**src/rtl/average_pooling.sv**
```systemverilog
// -----------------------------------------------------------------------------
// average_pooling
//   2-D average-pooling engine with an internal word-addressed scratchpad.
//   On a start request it reads a DxD unsigned matrix from input_addr. It
//   averages every PxP window placed with stride S, using a truncating divide,
//   and writes the OxO result matrix row-major to output_addr. The output edge
//   is O = floor((D-P)/S)+1. Completion is flagged by a one-cycle valid_out
//   pulse.
//
// Ports
//   clk          rising-edge clock
//   rst          asynchronous reset, active low
//   valid_in     start request, level-sampled while idle
//   pool_size    P, window edge length
//   stride       S, window step for rows and columns
//   input_addr   base word address of the input matrix (row-major)
//   output_addr  base word address of the output matrix (row-major)
//   dimensions   D, input matrix edge length
//   valid_out    one-cycle done pulse
//
// The scratchpad array `mem` has a combinational read and a synchronous write.
// It is not cleared by reset.
// -----------------------------------------------------------------------------
module average_pooling #(
    parameter int ADDR_WIDTH = 12,
    parameter int DATA_WIDTH = 32,
    parameter int DIM_WIDTH  = 4
) (
    input  logic                  clk,
    input  logic                  rst,
    input  logic                  valid_in,
    input  logic [DIM_WIDTH-1:0]  pool_size,
    input  logic [DIM_WIDTH-1:0]  stride,
    input  logic [ADDR_WIDTH-1:0] input_addr,
    input  logic [ADDR_WIDTH-1:0] output_addr,
    input  logic [DIM_WIDTH-1:0]  dimensions,
    output logic                  valid_out
);

    localparam int ACC_W  = DATA_WIDTH + 2*DIM_WIDTH;
    localparam int AREA_W = 2*DIM_WIDTH;

    typedef enum logic [1:0] {
        IDLE  = 2'd0,
        ACCUM = 2'd1,
        WRITE = 2'd2,
        DONE  = 2'd3
    } state_t;

    state_t state, next_state;

    logic [DATA_WIDTH-1:0] mem [0:(2**ADDR_WIDTH)-1];

    // Latched operation configuration
    logic [DIM_WIDTH-1:0]  p_r, s_r, d_r;
    logic [ADDR_WIDTH-1:0] in_base, out_base;

    // Window position (win_*) and element position inside the window (el_*)
    logic [DIM_WIDTH-1:0]  win_r, win_c, el_r, el_c;
    logic [ACC_W-1:0]      acc;

    logic                  cfg_bad;
    logic [DIM_WIDTH-1:0]  s_safe;
    logic [DIM_WIDTH-1:0]  o_edge;
    logic                  last_elem, last_win;
    logic [ADDR_WIDTH-1:0] rd_row, rd_col, rd_addr, wr_addr;
    logic [DATA_WIDTH-1:0] rd_data;
    logic [AREA_W-1:0]     area;
    logic [DATA_WIDTH-1:0] avg;

    // Truncating unsigned mean. The quotient never exceeds the largest element,
    // so keeping the low DATA_WIDTH bits is exact.
    function automatic logic [DATA_WIDTH-1:0] trunc_avg(
        input logic [ACC_W-1:0]  sum,
        input logic [AREA_W-1:0] n
    );
        logic [ACC_W-1:0] q;
        q = sum / ACC_W'(n);
        return q[DATA_WIDTH-1:0];
    endfunction

    // ------------------------------------------------------------------
    // Combinational datapath: addressing, window bookkeeping, divide
    // ------------------------------------------------------------------
    always_comb begin
        cfg_bad   = (p_r == '0) || (s_r == '0) || (d_r == '0) || (p_r > d_r);
        // s_safe only keeps the divider defined while the config is bad.
        // The result is unused in that case.
        s_safe    = (s_r == '0) ? DIM_WIDTH'(1) : s_r;
        o_edge    = ((d_r - p_r) / s_safe) + DIM_WIDTH'(1);
        last_elem = (el_r == p_r - DIM_WIDTH'(1)) && (el_c == p_r - DIM_WIDTH'(1));
        last_win  = (win_r == o_edge - DIM_WIDTH'(1)) && (win_c == o_edge - DIM_WIDTH'(1));
        // All address terms wrap modulo 2^ADDR_WIDTH
        rd_row    = ADDR_WIDTH'(win_r) * ADDR_WIDTH'(s_r) + ADDR_WIDTH'(el_r);
        rd_col    = ADDR_WIDTH'(win_c) * ADDR_WIDTH'(s_r) + ADDR_WIDTH'(el_c);
        rd_addr   = in_base + rd_row * ADDR_WIDTH'(d_r) + rd_col;
        wr_addr   = out_base + ADDR_WIDTH'(win_r) * ADDR_WIDTH'(o_edge) + ADDR_WIDTH'(win_c);
        area      = (p_r == '0) ? AREA_W'(1) : AREA_W'(p_r) * AREA_W'(p_r);
        avg       = trunc_avg(acc, area);
    end

    assign rd_data = mem[rd_addr];

    // ------------------------------------------------------------------
    // FSM state register
    // ------------------------------------------------------------------
    always_ff @(posedge clk or negedge rst) begin
        if (!rst) state <= IDLE;
        else      state <= next_state;
    end

    // Every start goes through ACCUM. A bad latched config leaves ACCUM on
    // its first cycle without reading, so it never produces a write.
    always_comb begin
        next_state = state;
        unique case (state)
            IDLE:    if (valid_in) next_state = ACCUM;
            ACCUM:   if (cfg_bad) next_state = DONE;
                     else if (last_elem) next_state = WRITE;
            WRITE:   next_state = last_win ? DONE : ACCUM;
            DONE:    next_state = IDLE;
            default: next_state = IDLE;
        endcase
    end

    // ------------------------------------------------------------------
    // Configuration latch, counters, accumulator, done flag
    // ------------------------------------------------------------------
    always_ff @(posedge clk or negedge rst) begin
        if (!rst) begin
            p_r       <= '0;
            s_r       <= '0;
            d_r       <= '0;
            in_base   <= '0;
            out_base  <= '0;
            win_r     <= '0;
            win_c     <= '0;
            el_r      <= '0;
            el_c      <= '0;
            acc       <= '0;
            valid_out <= 1'b0;
        end else begin
            valid_out <= (next_state == DONE);
            unique case (state)
                IDLE: begin
                    if (valid_in) begin
                        p_r      <= pool_size;
                        s_r      <= stride;
                        d_r      <= dimensions;
                        in_base  <= input_addr;
                        out_base <= output_addr;
                        win_r    <= '0;
                        win_c    <= '0;
                        el_r     <= '0;
                        el_c     <= '0;
                        acc      <= '0;
                    end
                end
                ACCUM: begin
                    if (!cfg_bad) begin
                        acc <= acc + ACC_W'(rd_data);
                        if (el_c == p_r - DIM_WIDTH'(1)) begin
                            el_c <= '0;
                            el_r <= last_elem ? '0 : el_r + DIM_WIDTH'(1);
                        end else begin
                            el_c <= el_c + DIM_WIDTH'(1);
                        end
                    end
                end
                WRITE: begin
                    acc <= '0;
                    if (win_c == o_edge - DIM_WIDTH'(1)) begin
                        win_c <= '0;
                        win_r <= win_r + DIM_WIDTH'(1);
                    end else begin
                        win_c <= win_c + DIM_WIDTH'(1);
                    end
                end
                default: ;
            endcase
        end
    end

    // ------------------------------------------------------------------
    // Scratchpad write port (no reset: contents survive an abort)
    // ------------------------------------------------------------------
    always_ff @(posedge clk) begin
        if (state == WRITE) mem[wr_addr] <= avg;
    end

endmodule

```
**config.mk**
```make
export PLATFORM = sky130hd
export DESIGN_NAME = average_pooling
export DESIGN_NICKNAME = d
export VERILOG_FILES = /design/src/rtl/average_pooling.sv
export SDC_FILE = /design/constraint.sdc
export NUM_CORES = 1
export LEC_CHECK = 0
export ABC_AREA = 1
export BUFFER_PORTS_ARGS = -buffer_cell sky130_fd_sc_hd__buf_2
export CAP_MARGIN = 40
export CORE_MARGIN = 1
export CORE_UTILIZATION = 55
export DETAILED_ROUTE_END_ITERATION = 12
export PLACE_DENSITY_LB_ADDON = 0.3
export SYNTH_ARGS = -nofsm -noshare
export SYNTH_HDL_FRONTEND = slang
export SYNTH_SLANG_ARGS = --single-unit
```
**constraint.sdc**
```tcl
create_clock -name clk -period 13 [get_ports clk]
set_input_delay 2.6 -clock clk [delete_from_list [all_inputs] [get_ports clk]]
set_output_delay 2.6 -clock clk [all_outputs]
set_load 0.005 [all_outputs]
```
### Yosys cells after proc, flatten, opt, wreduce, memory -nomap -nowiden

Index checks and enable logic that the tools add are counted.

| operators by class | value |
|---|---|
| add/subtract/negate cells | 8 |
| div/mod/pow operators | 1 |
| order comparisons | 1 |
| equal/unequal tests | 12 |
| muxes and demuxes | 18 |
| reductions and logical operators | 16 |

Operators with widths:

| kind | number |
|---|---|
| $mux W4 | 9 |
| $pmux W4 S2 | 4 |
| $add A4 B1 Y4 const B | 5 |
| $eq A4 B4 Y1 | 4 |
| $logic_not A4 Y1 | 3 |
| $mux W2 | 4 |
| $ne A2 B2 Y1 const B | 4 |
| $pmux W2 S4 | 1 |
| $sub A4 B1 Y4 const B | 2 |
| $eq A2 B2 Y1 const B | 3 |
| $reduce_and A3 Y1 | 2 |
| $div A4 B4 Y4 | 1 |
| $gt A4 B4 Y1 | 1 |
| $reduce_and A2 Y1 | 2 |
| $reduce_and A4 Y1 | 1 |
| $reduce_bool A2 Y1 | 2 |
| $sub A4 B4 Y4 | 1 |
| $logic_or A1 B1 Y1 | 3 |
| $eq A2 B1 Y1 const B | 1 |
| $logic_and A1 B1 Y1 | 2 |
| $logic_not A2 Y1 | 1 |

| storage, ports and cells | value |
|---|---|
| register bits | 31 |
| output and inout port bits | 1 |
| logic and storage cells | 65 |

### Longest topological paths before layout

Gate-level depths: netlist (run 1).

| logic depth | value |
|---|---|
| depth after elaboration | 10 |
| depth in mapped cells | 44 |
| depth with buffers taken out | 44 |

### Worst setup path before layout (run 1)

Ideal clock, no wire load.

| timing path | value |
|---|---|
| kind | reg2reg |
| from | register p_r[2] |
| to | register win_r[0] |
| setup time | 0.117 ns |
| arrival time | 4.538 ns |
| required time | 12.883 ns |
| slack | 8.346 ns |
| stages on the path, launching flop included | 42 |
| period minus slack after synthesis | 4.654 ns |
| path through | dfrtp_1 inv_2 ha_1 a21oi_1 nand2_1 xor2_1 inv_1 ha_1 inv_1 nand2_1 nand3_2 nand2_1 nand2_1 inv_1 ha_1 nand2_1 nand2_1 nand2_1 [6 not listed] nand2_1 nand3_2 inv_1 nand3_1 nand2_1 inv_1 ha_1 nand2_1 inv_1 nand3_1 nand3_1 nand2_1 nand2_1 inv_1 nor2_4 nand2_4 nand3_1 nand2_1 |

| on the way | value |
|---|---|
| word-level cells in the longest chain between the ends | 7 |

RTL lines:

| what | RTL line | source |
|---|---|---|
| from (decl) | 55 | `logic [DIM_WIDTH-1:0] p_r, s_r, d_r;` |
| from (signal assigned) | 147 | `p_r <= pool_size;` |
| $sub A4 B4 Y4 | 90 | `o_edge = ((d_r - p_r) / s_safe) + DIM_WIDTH'(1);` |
| $div A4 B4 Y4 | 90 |  |
| $add A4 B1 Y4 | 90 |  |
| $sub A4 B1 Y4 | 172 | `if (win_c == o_edge - DIM_WIDTH'(1)) begin` |
| $eq A4 B4 Y1 | 172 |  |
| $ne A2 B2 Y1 (no line) | n/a |  |
| $reduce_and A3 Y1 (no line) | n/a |  |
| to (signal assigned) | 174 | `win_r <= win_r + DIM_WIDTH'(1);` |
| to (decl) | 59 | `logic [DIM_WIDTH-1:0] win_r, win_c, el_r, el_c;` |

Every way passes these cells.
A chain may end at the register's enable or synchronous reset.

### Worst setup path after layout (run 1)

| timing path | value |
|---|---|
| from | register p_r[2] |
| to | register win_r[2] |

The elaborated chain is that of the path after synthesis.

==> flow_summary.ini, run 1 <==
[outcome]
status = completed

[logic_synthesis]
synthCells = 333
synth_mux_area_frac = 0.01416
synth_seq_area_share = 0.3251
synth_top_family_by_area = simple AND/OR/NAND/NOR gates
postSynthAreaPerCell_um2 = 7.165
yosys.area_share.simple = 0.3356
synthesis.nets = 394
ys_ff_latch = 31
synth_xor_area_frac = 0.04405
netlist_area_um2 = 2386
synth_compound_area_frac = 0.07551
synth-adder-area-share = 0.1185
ys_warn_count = 0
synth.distinct_cells = 29

[sta]
finalSetupTns_ns = 0
slew_viol_final = 0
setup_viol = 0
finalClockSkew_ns = 0.005594
max_freq_mhz = 185.6
finalCritPeriodShare = 0.4145
fin_crit_ns = 5.388
hold_viol_final = 0
timing.hold.ws_ns = 0.5442
timing.slew.headroom = 0.5376
worst_pin_slew_ns = 0.6936
rsz0062_at_grt = no

[cells_and_area]
stdcell_count = 404
num-fill-cells = 363
drive_gt1_frac = 0.1384
area_delta_synth_final_pct = 10.80
diodes = 0
layout.nets = 414

[global_routing]
grt_use_total = 0.2376
antenna_found_initial = 0
gr-usage-met2 = 0.4183
grt_pass1_wl_mm = 8.066
use_met1 = 0.2799
grt-ovfl-total = 0
grt_use_met3 = 0.05500
grt_pass1_vias = 1934
grt_max_degree = 32
top_usage_layer = met2

[critical_path]
crit_path_end_kind = flip-flop
slowest_stage = dfrtp_1
crit_top_cell = nand2_1
startpoint_type = flip-flop
critical-path-max-stage-delay_ns = 0.39
path_max_fanout = 5
cp.arrival_ns = 5.57
critPathKind = flip-flop to flip-flop
critPathRequiredTime_ns = 13.18

[cts]
clk_latency_ns = 0.29
cts_root_buffer = clkbuf_8
cts.sinks = 31
cts_setup_buffers = 0
ctsResizeCount = 0
ctsHtreeMaxLevel = 2
cts_tree = yes
cts_buffers = 5
clkSlewWorstSetupHoldPaths_ns = 0.07
cts_buffer_depth = 2
hold_buffers = 0

[flow_run]
cap_violations = 0

[placed_design]
gp_congestion = 0.8353
port_buffers = 15
dp.cells = 396
dp_hpwl_mm = 3.611

[route]
wl_per_cell_um = 11.87
drt_iter0_drc = 84
routed_wl_mm = 4.796
viasPerCell = 5.104
drcViolationCount = 0
first_pass_iters = 4
via_count = 2062
drtAntennaViolNets = 0

[min_path]
worstHoldPathType = flip-flop to flip-flop

[die]
die_area_um2 = 4606
start_util = 0.5839
die_h_um = 67.87
placementRows = 23
io_pins = 40
design.core.area_um2 = 4086
die_w_um = 67.87
final timing paths:
kind / startpoint / endpoint / slack, ns / depth (start not counted)
worst max-delay path: p_r[2] / win_r[2] / 7.61 / 40
worst min-delay path: d_r[3] / d_r[3] / 0.54 / 1
worst max register to register: p_r[2] / win_r[2] / 7.61 / 40
worst min register to register: d_r[3] / d_r[3] / 0.54 / 1
max in group asynchronous: rst / p_r[1] / 10.20 / 1
min in group asynchronous: rst / win_c[0] / 2.35 / 1
area by class of cell:
| type | instances | area (µm²) | area share |
|---|---|---|---|
| Inverter | 52 | 195.2 | 0.07383 |
| Multi-Input combinational cell | 247 | 1403 | 0.5305 |
| Timing Repair Buffer | 16 | 90.09 | 0.03407 |
| Sequential cell | 31 | 775.7 | 0.2934 |
| Clock buffer | 6 | 82.58 | 0.03124 |
| Clock inverter | 2 | 35.03 | 0.01325 |
| Tap cell | 50 | 62.56 | 0.02366 |
layout by cell type, fill, tap and decap left out:
cell type and count:
inv_1 45, mux2_2 3, nand3_2 2, xnor2_1 3
ha_1 21, nor2_1 27, a21oi_1 17, o21ai_0 3
nand3_1 35, nand2_1 92, nand3b_1 1, dfrtp_1 31
clkinv_1 2, clkbuf_8 6, inv_2 5, bufinv_16 1
a21o_1 1, nand2_2 3, xor2_1 9, o22ai_1 3
nand2_4 4, fa_1 1, buf_2 15, nand4_1 4
nor2_4 2, nor2_2 4, buf_8 1, a21oi_2 1
clkinv_2 1, nor3_1 1, nor3_2 1, o21ai_1 9
cell families (layout without fill, tap and decap cells):
group / after synthesis / count (layout)
compound gates: 34 / 34
mux: 3 / 3
buf+inv: 55 / 76
fa+ha+maj: 22 / 22
simple gates: 176 / 176
xor+xnor: 12 / 12
flops: 31 / 31
per-layer routing:
metal / routed length, µm / part of all wire
met1: 2272 / 0.47
met2: 2244 / 0.47
met3: 211 / 0.044
met4: 68 / 0.014
met5: 0 / 0
flip-flops by register name, summed over array words and instances (netlist names):
register and count:
s_r 4, el_c 4, el_r 4, state 2, p_r 4, win_c 4
valid_out 1, d_r 4, win_r 4
synthesized netlist by cell type:
master    instances  area, µm²
buf_2             1      5.000
xnor2_1           3      26.28
nand2_2           3      18.77
nand2_4           4      45.04
xor2_1            9      78.83
clkinv_1          2      7.510
dfrtp_1          31      775.7
nand3_2           2      20.02
o21ai_0           3      15.01
nor2_2            4      25.02
inv_1            45      168.9
inv_2             5      18.77
a21oi_1          17      85.08
a21oi_2           1      8.760
nand3b_1          1      7.510
fa_1              1      20.02
nor3_1            1      5.000
nand4_1           4      25.02
nand2_1          92      345.3
nand3_1          35      175.2
nor2_4            2      22.52
nor3_2            1      10.01
clkbuf_1          2      7.510
ha_1             21      262.8
nor2_1           27      101.4
o21ai_1           9      45.04
mux2_2            3      33.78
o22ai_1           3      18.77
a21o_1            1      7.510
metrics by stage:
step | setup WS [ns] | cell area (µm²) | util
final | 7.612 | 2644 | 0.6470
after global routing | 7.033 | 2644 | 0.6470
after CTS | 7.623 | 2644 | 0.6470
after detailed placement | 7.655 | 2526 | 0.6182
after global placement | 7.780 | 2511 | 0.6145
after floorplan | 8.346 | 2386 | -
worst max-delay path, delay by kind of cell (launching register included):
kind / cells / cell delay (ns)
compound gates: 3 / 0.68
buf+inv: 9 / 0.67
fa+ha+maj: 5 / 1.57
xor+xnor: 1 / 0.19
simple gates: 22 / 1.77
flops: 1 / 0.39
Power of run 1 is not shown: default switching activity piles up to over one toggle a cycle in this logic, so the estimate is an artifact.
==> run 2: changes to the inputs <==
- clock period: 13 -> 5.03 ns (I/O delays scaled with it)
==> run 2 against run 1 <==
  * First-iteration DRC count grew 150%
  * Maximum frequency grew 9.3%
  * Wire length grew 28%
  * Critical path depth grew 2
  * Cell count grew 8.4%
  * Setup slack lost 7.5 ns
  * Critical endpoint is now win_r[1]
  * Largest cell class unchanged
  * Highest routed layer unchanged
==> flow_summary.ini, run 2 (same netlist as run 1, synthesis figures left out) <==
[outcome]
status = completed

[sta]
hold_viol_final = 0
finalClockSkew_ns = 0.005786
max_freq_mhz = 202.8
finalSetupTns_ns = 0
slew_viol_final = 0
worst_pin_slew_ns = 0.7008
fin_crit_ns = 4.930
setup_viol = 0
timing.hold.ws_ns = 0.5464
finalCritPeriodShare = 0.9802
timing.slew.headroom = 0.5328

[critical_path]
crit_top_cell = nand2_2
critical-path-max-stage-delay_ns = 0.42
crit_path_end_kind = flip-flop
slowest_stage = dfrtp_1
critPathBufInv = 9
path_max_fanout = 5
critPathRequiredTime_ns = 5.26
startpoint_type = flip-flop
cp.arrival_ns = 5.16
path_delay_family = simple AND/OR/NAND/NOR gates
critPathKind = flip-flop to flip-flop

[cells_and_area]
layout_commonest_cell = nand2_1
fin_util = 0.7554
drive_gt1_frac = 0.3222
num-fill-cells = 291
final_cell_mix = nand2_1 (71), inv_1 (37), nand3_1 (32), buf_4 (32), dfrtp_1 (31)
diodes = 0
layout.nets = 448
finalInstanceArea_um2 = 3087
area_delta_synth_final_pct = 29.37

[cts]
clk_latency_ns = 0.29
cts_buffers = 5
cts_tree = yes
cts_buffer_depth = 2
hold_buffers = 0
cts.sinks = 31
clkSlewWorstSetupHoldPaths_ns = 0.07
cts_root_buffer = clkbuf_8
ctsHtreeMaxLevel = 2

[die]
design.core.area_um2 = 4086
io_pins = 40
start_util = 0.5839
die_h_um = 67.87
die_area_um2 = 4606
placementRows = 23
die_w_um = 67.87

[route]
first_pass_iters = 5
wl_per_cell_um = 13.99
via_count = 2347
routed_wl_mm = 6.128
drtAntennaViolNets = 0
drt_iter0_drc = 208
viasPerCell = 5.358
drcViolationCount = 0

[global_routing]
grt_use_met3 = 0.06833
grt_max_degree = 32
grt-ovfl-total = 0
gr-usage-met2 = 0.5037
use_met1 = 0.3180
grt_pass1_vias = 2267
antenna_found_initial = 0
top_usage_layer = met2
grt_use_total = 0.2794
grt_pass1_wl_mm = 9.501

[min_path]
worstHoldPathType = flip-flop to flip-flop

[placed_design]
dpl_cell_area_um2 = 2699
gp_congestion = 0.8335
dp_hpwl_mm = 3.982
port_buffers = 15

[flow_run]
cap_violations = 0
## run 2: cell types whose count changed in the layout (fill, tap and decap cells not counted), moves of 7 or more
cell	previous run	this run
buf_4	0	32
nand2_1	92	71
nand2_2	3	19
inv_1	45	37
inv_2	5	12
## run 2: layout make-up
type	instances	area [µm²]	area share
multi-input combinational	247	1594	0.5164
sequential	31	775.7	0.2513
timing repair buffer	50	352.8	0.1143
inverter	52	197.7	0.06405
clock buffer	7	96.34	0.03121
tap	50	62.56	0.02027
clock inverter	1	7.507	0.002432
## run 2: layer usage
layer,part of all wire,wire (µm),up-vias
li1,-,-,1170
met1,0.43,2661,1085
met2,0.50,3064,71
met3,0.040,244,21
met4,0.026,158,0
met5,0,0,-
## run 2: what timing repair did
action / CTS / global route
resized for setup: 9 / 45
pin swaps: 4 / 28
endpoints found under the hold margin: 0 / 0
cloned: 0 / 0
endpoints found under the setup margin: 9 / 10
buffers inserted: 2 / 9
## run 2: path summary, 6_finish.rpt
check                       start        to  slack, ns  depth (start not counted)
max                        d_r[2]  win_r[1]        0.1                         42
min                        s_r[0]    s_r[0]       0.55                          2
max reg2reg                d_r[2]  win_r[1]        0.1                         42
min reg2reg                s_r[0]    s_r[0]       0.55                          2
max in group asynchronous     rst    d_r[0]       3.81                          1
min in group asynchronous     rst    s_r[3]       0.76                          1
## run 2: per-stage QoR
step / std cells / setup slack, ns
floorplan: 333 / 0.3755
global placement: 418 / 0.04589
detailed placement: 419 / -0.09932
CTS: 429 / 0.02644
global route: 438 / -0.1724
finish: 438 / 0.09974
## run 2: tightest hold or removal path: cells and delay by family (launching register included)
family / cells / cell delay (ns)
flops: 1 / 0.38
buf+inv: 1 / 0.07
compound gates: 1 / 0.06
Power of run 2 is left out for the same reason.
==> run 3: changes to the inputs <==
- CORE_ASPECT_RATIO: unset -> 0.75
==> run 3 against run 2 <==
  * Die area barely moved
  * Maximum frequency rose by 2.3%
  * Final area fell by 5.6%
  * Critical path depth fell by 3
  * Global-route usage fell by 2.5 points
  * Sequential share of layout area rose by 1.5 points
  * Utilization fell by 4.5 points
==> flow_summary.ini, run 3 (same netlist as run 1, synthesis figures left out) <==
[outcome]
status = completed

[die]
start_util = 0.5814
die_area_um2 = 4608
die_h_um = 59.04
die_w_um = 78.06
io_pins = 40
design.core.area_um2 = 4104
placementRows = 20

[critical_path]
critical-path-max-stage-delay_ns = 0.40
crit_path_end_kind = flip-flop
critPathRequiredTime_ns = 5.19
path_max_fanout = 4
crit_top_cell = nand2_1
startpoint_type = flip-flop
cp.arrival_ns = 4.98
worstReg2RegEnd = win_c[2]
r2r_start = p_r[2]
ff2ff_setup_slack_ns = 0.21
critPathKind = flip-flop to flip-flop
slowest_stage = dfrtp_1
worstRegToRegCells = 39

[cells_and_area]
drive_gt1_frac = 0.2698
final_cell_mix = nand2_1 (80), inv_1 (38), nand3_1 (32)
layout.nets = 438
layout_commonest_cell = nand2_1
area_delta_synth_final_pct = 22.18
diodes = 0
fin_util = 0.7104

[route]
wl_per_cell_um = 12.71
dr.max_layer_used = met4
wl_met3_um = 278
first_pass_iters = 4
wl_met2_mm = 2.421
via_count = 2221
route.layer.met1.wl_mm = 2.754
viasPerCell = 5.129
routed_wl_mm = 5.504
drtAntennaViolNets = 0
drcViolationCount = 0
drt_iter0_drc = 213

[flow_run]
cap_violations = 0

[cts]
hold_buffers = 0
ctsHtreeMaxLevel = 2
cts_root_buffer = clkbuf_8
clk_latency_ns = 0.29
cts_buffer_depth = 2
cts_buffers = 5
cts_tree = yes
cts.sinks = 31
clkSlewWorstSetupHoldPaths_ns = 0.07

[global_routing]
grt_pass1_vias = 2010
antenna_found_initial = 0
grt_max_degree = 32
grt-ovfl-total = 0
grt_use_total = 0.2544
grt_pass1_wl_mm = 9.101

[sta]
timing.slew.headroom = 0.5278
setup_viol = 0
finalClockSkew_ns = 0.005292
worst_pin_slew_ns = 0.7083
max_freq_mhz = 207.5
finalCritPeriodShare = 0.9583
hold_viol_final = 0
slew_viol_final = 0
fin_crit_ns = 4.820

[placed_design]
dp_hpwl_mm = 3.935
gp_congestion = 0.8604
port_buffers = 15

[min_path]
hp-start = s_r[0]
worstHoldPathType = flip-flop to flip-flop
hold_depth = 2
whs_endpoint = s_r[0]
-- run 3: cell types whose count changed in the layout (fill, tap and decap cells not counted), sizes merged --
cell / change
clkinv: +1
buf: -10
clkbuf: -1
-- run 3: how the worst max path moves through the flow --
| stage | end | cells after the start | slack [ns] | start |
|---|---|---|---|---|
| floorplan | win_r[2] | 41 | 0.38 | p_r[2] |
| global placement | valid_out | 37 | 0.06 | p_r[2] |
| detailed placement | win_r[2] | 39 | -0.04 | p_r[2] |
| CTS | valid_out | 41 | 0.02 | p_r[2] |
| global route | win_r[2] | 43 | -0.13 | p_r[2] |
| finish | win_c[2] | 39 | 0.21 | p_r[2] |
-- run 3: cell type report --
type	count	area (µm²)
inverters	52	195.2
flip-flops and latches	31	775.7
multi-input cells	247	1528
well taps	55	68.82
clock buffers	6	72.57
clock inverters	2	12.51
fillers	326	1189
repair buffers	40	262.8
-- run 3: metal layers --
layer	global-route usage	vias to the layer above
met3	0.04615	8
li1	-	1149
met1	0.3643	1014
met5	0	-
met4	0.04762	0
met2	0.4085	50
-- run 3: metrics by stage --
stage / area [µm²] / hold slack [ns] / setup slack, ns / cells / TNS, ns
6_report: 2915 / 0.5575 / 0.2098 / 433 / 0
5_1_grt: 2915 / 0.5988 / -0.1250 / 433 / -0.9016
4_1_cts: 2765 / 0.5549 / 0.01682 / 429 / 0
3_5_place_dp: 2668 / 0.5436 / -0.04159 / 420 / -0.1861
3_3_place_gp: 2668 / 0.5323 / 0.06191 / 420 / 0
2_1_floorplan: 2386 / 0.5067 / 0.3755 / 333 / 0
-- run 3: worst max-delay path, delay by kind of cell (launching register included) --
family                   cells  cell delay, ns
buffers and inverters        8            0.54
flip-flops                   1            0.40
adder cells (fa/ha/maj)      5            1.27
XOR/XNOR                     2            0.36
AND/OR/NAND/NOR             20            1.46
AO/OA/AOI/OAI                4            0.64
-- run 3: what timing repair did --
action | CTS | global route
pin swaps | 0 | 13
buffers inserted | 1 | 4
endpoints found under the setup margin | 9 | 10
gates resized for setup | 2 | 31
Power of run 3 is left out for the same reason.
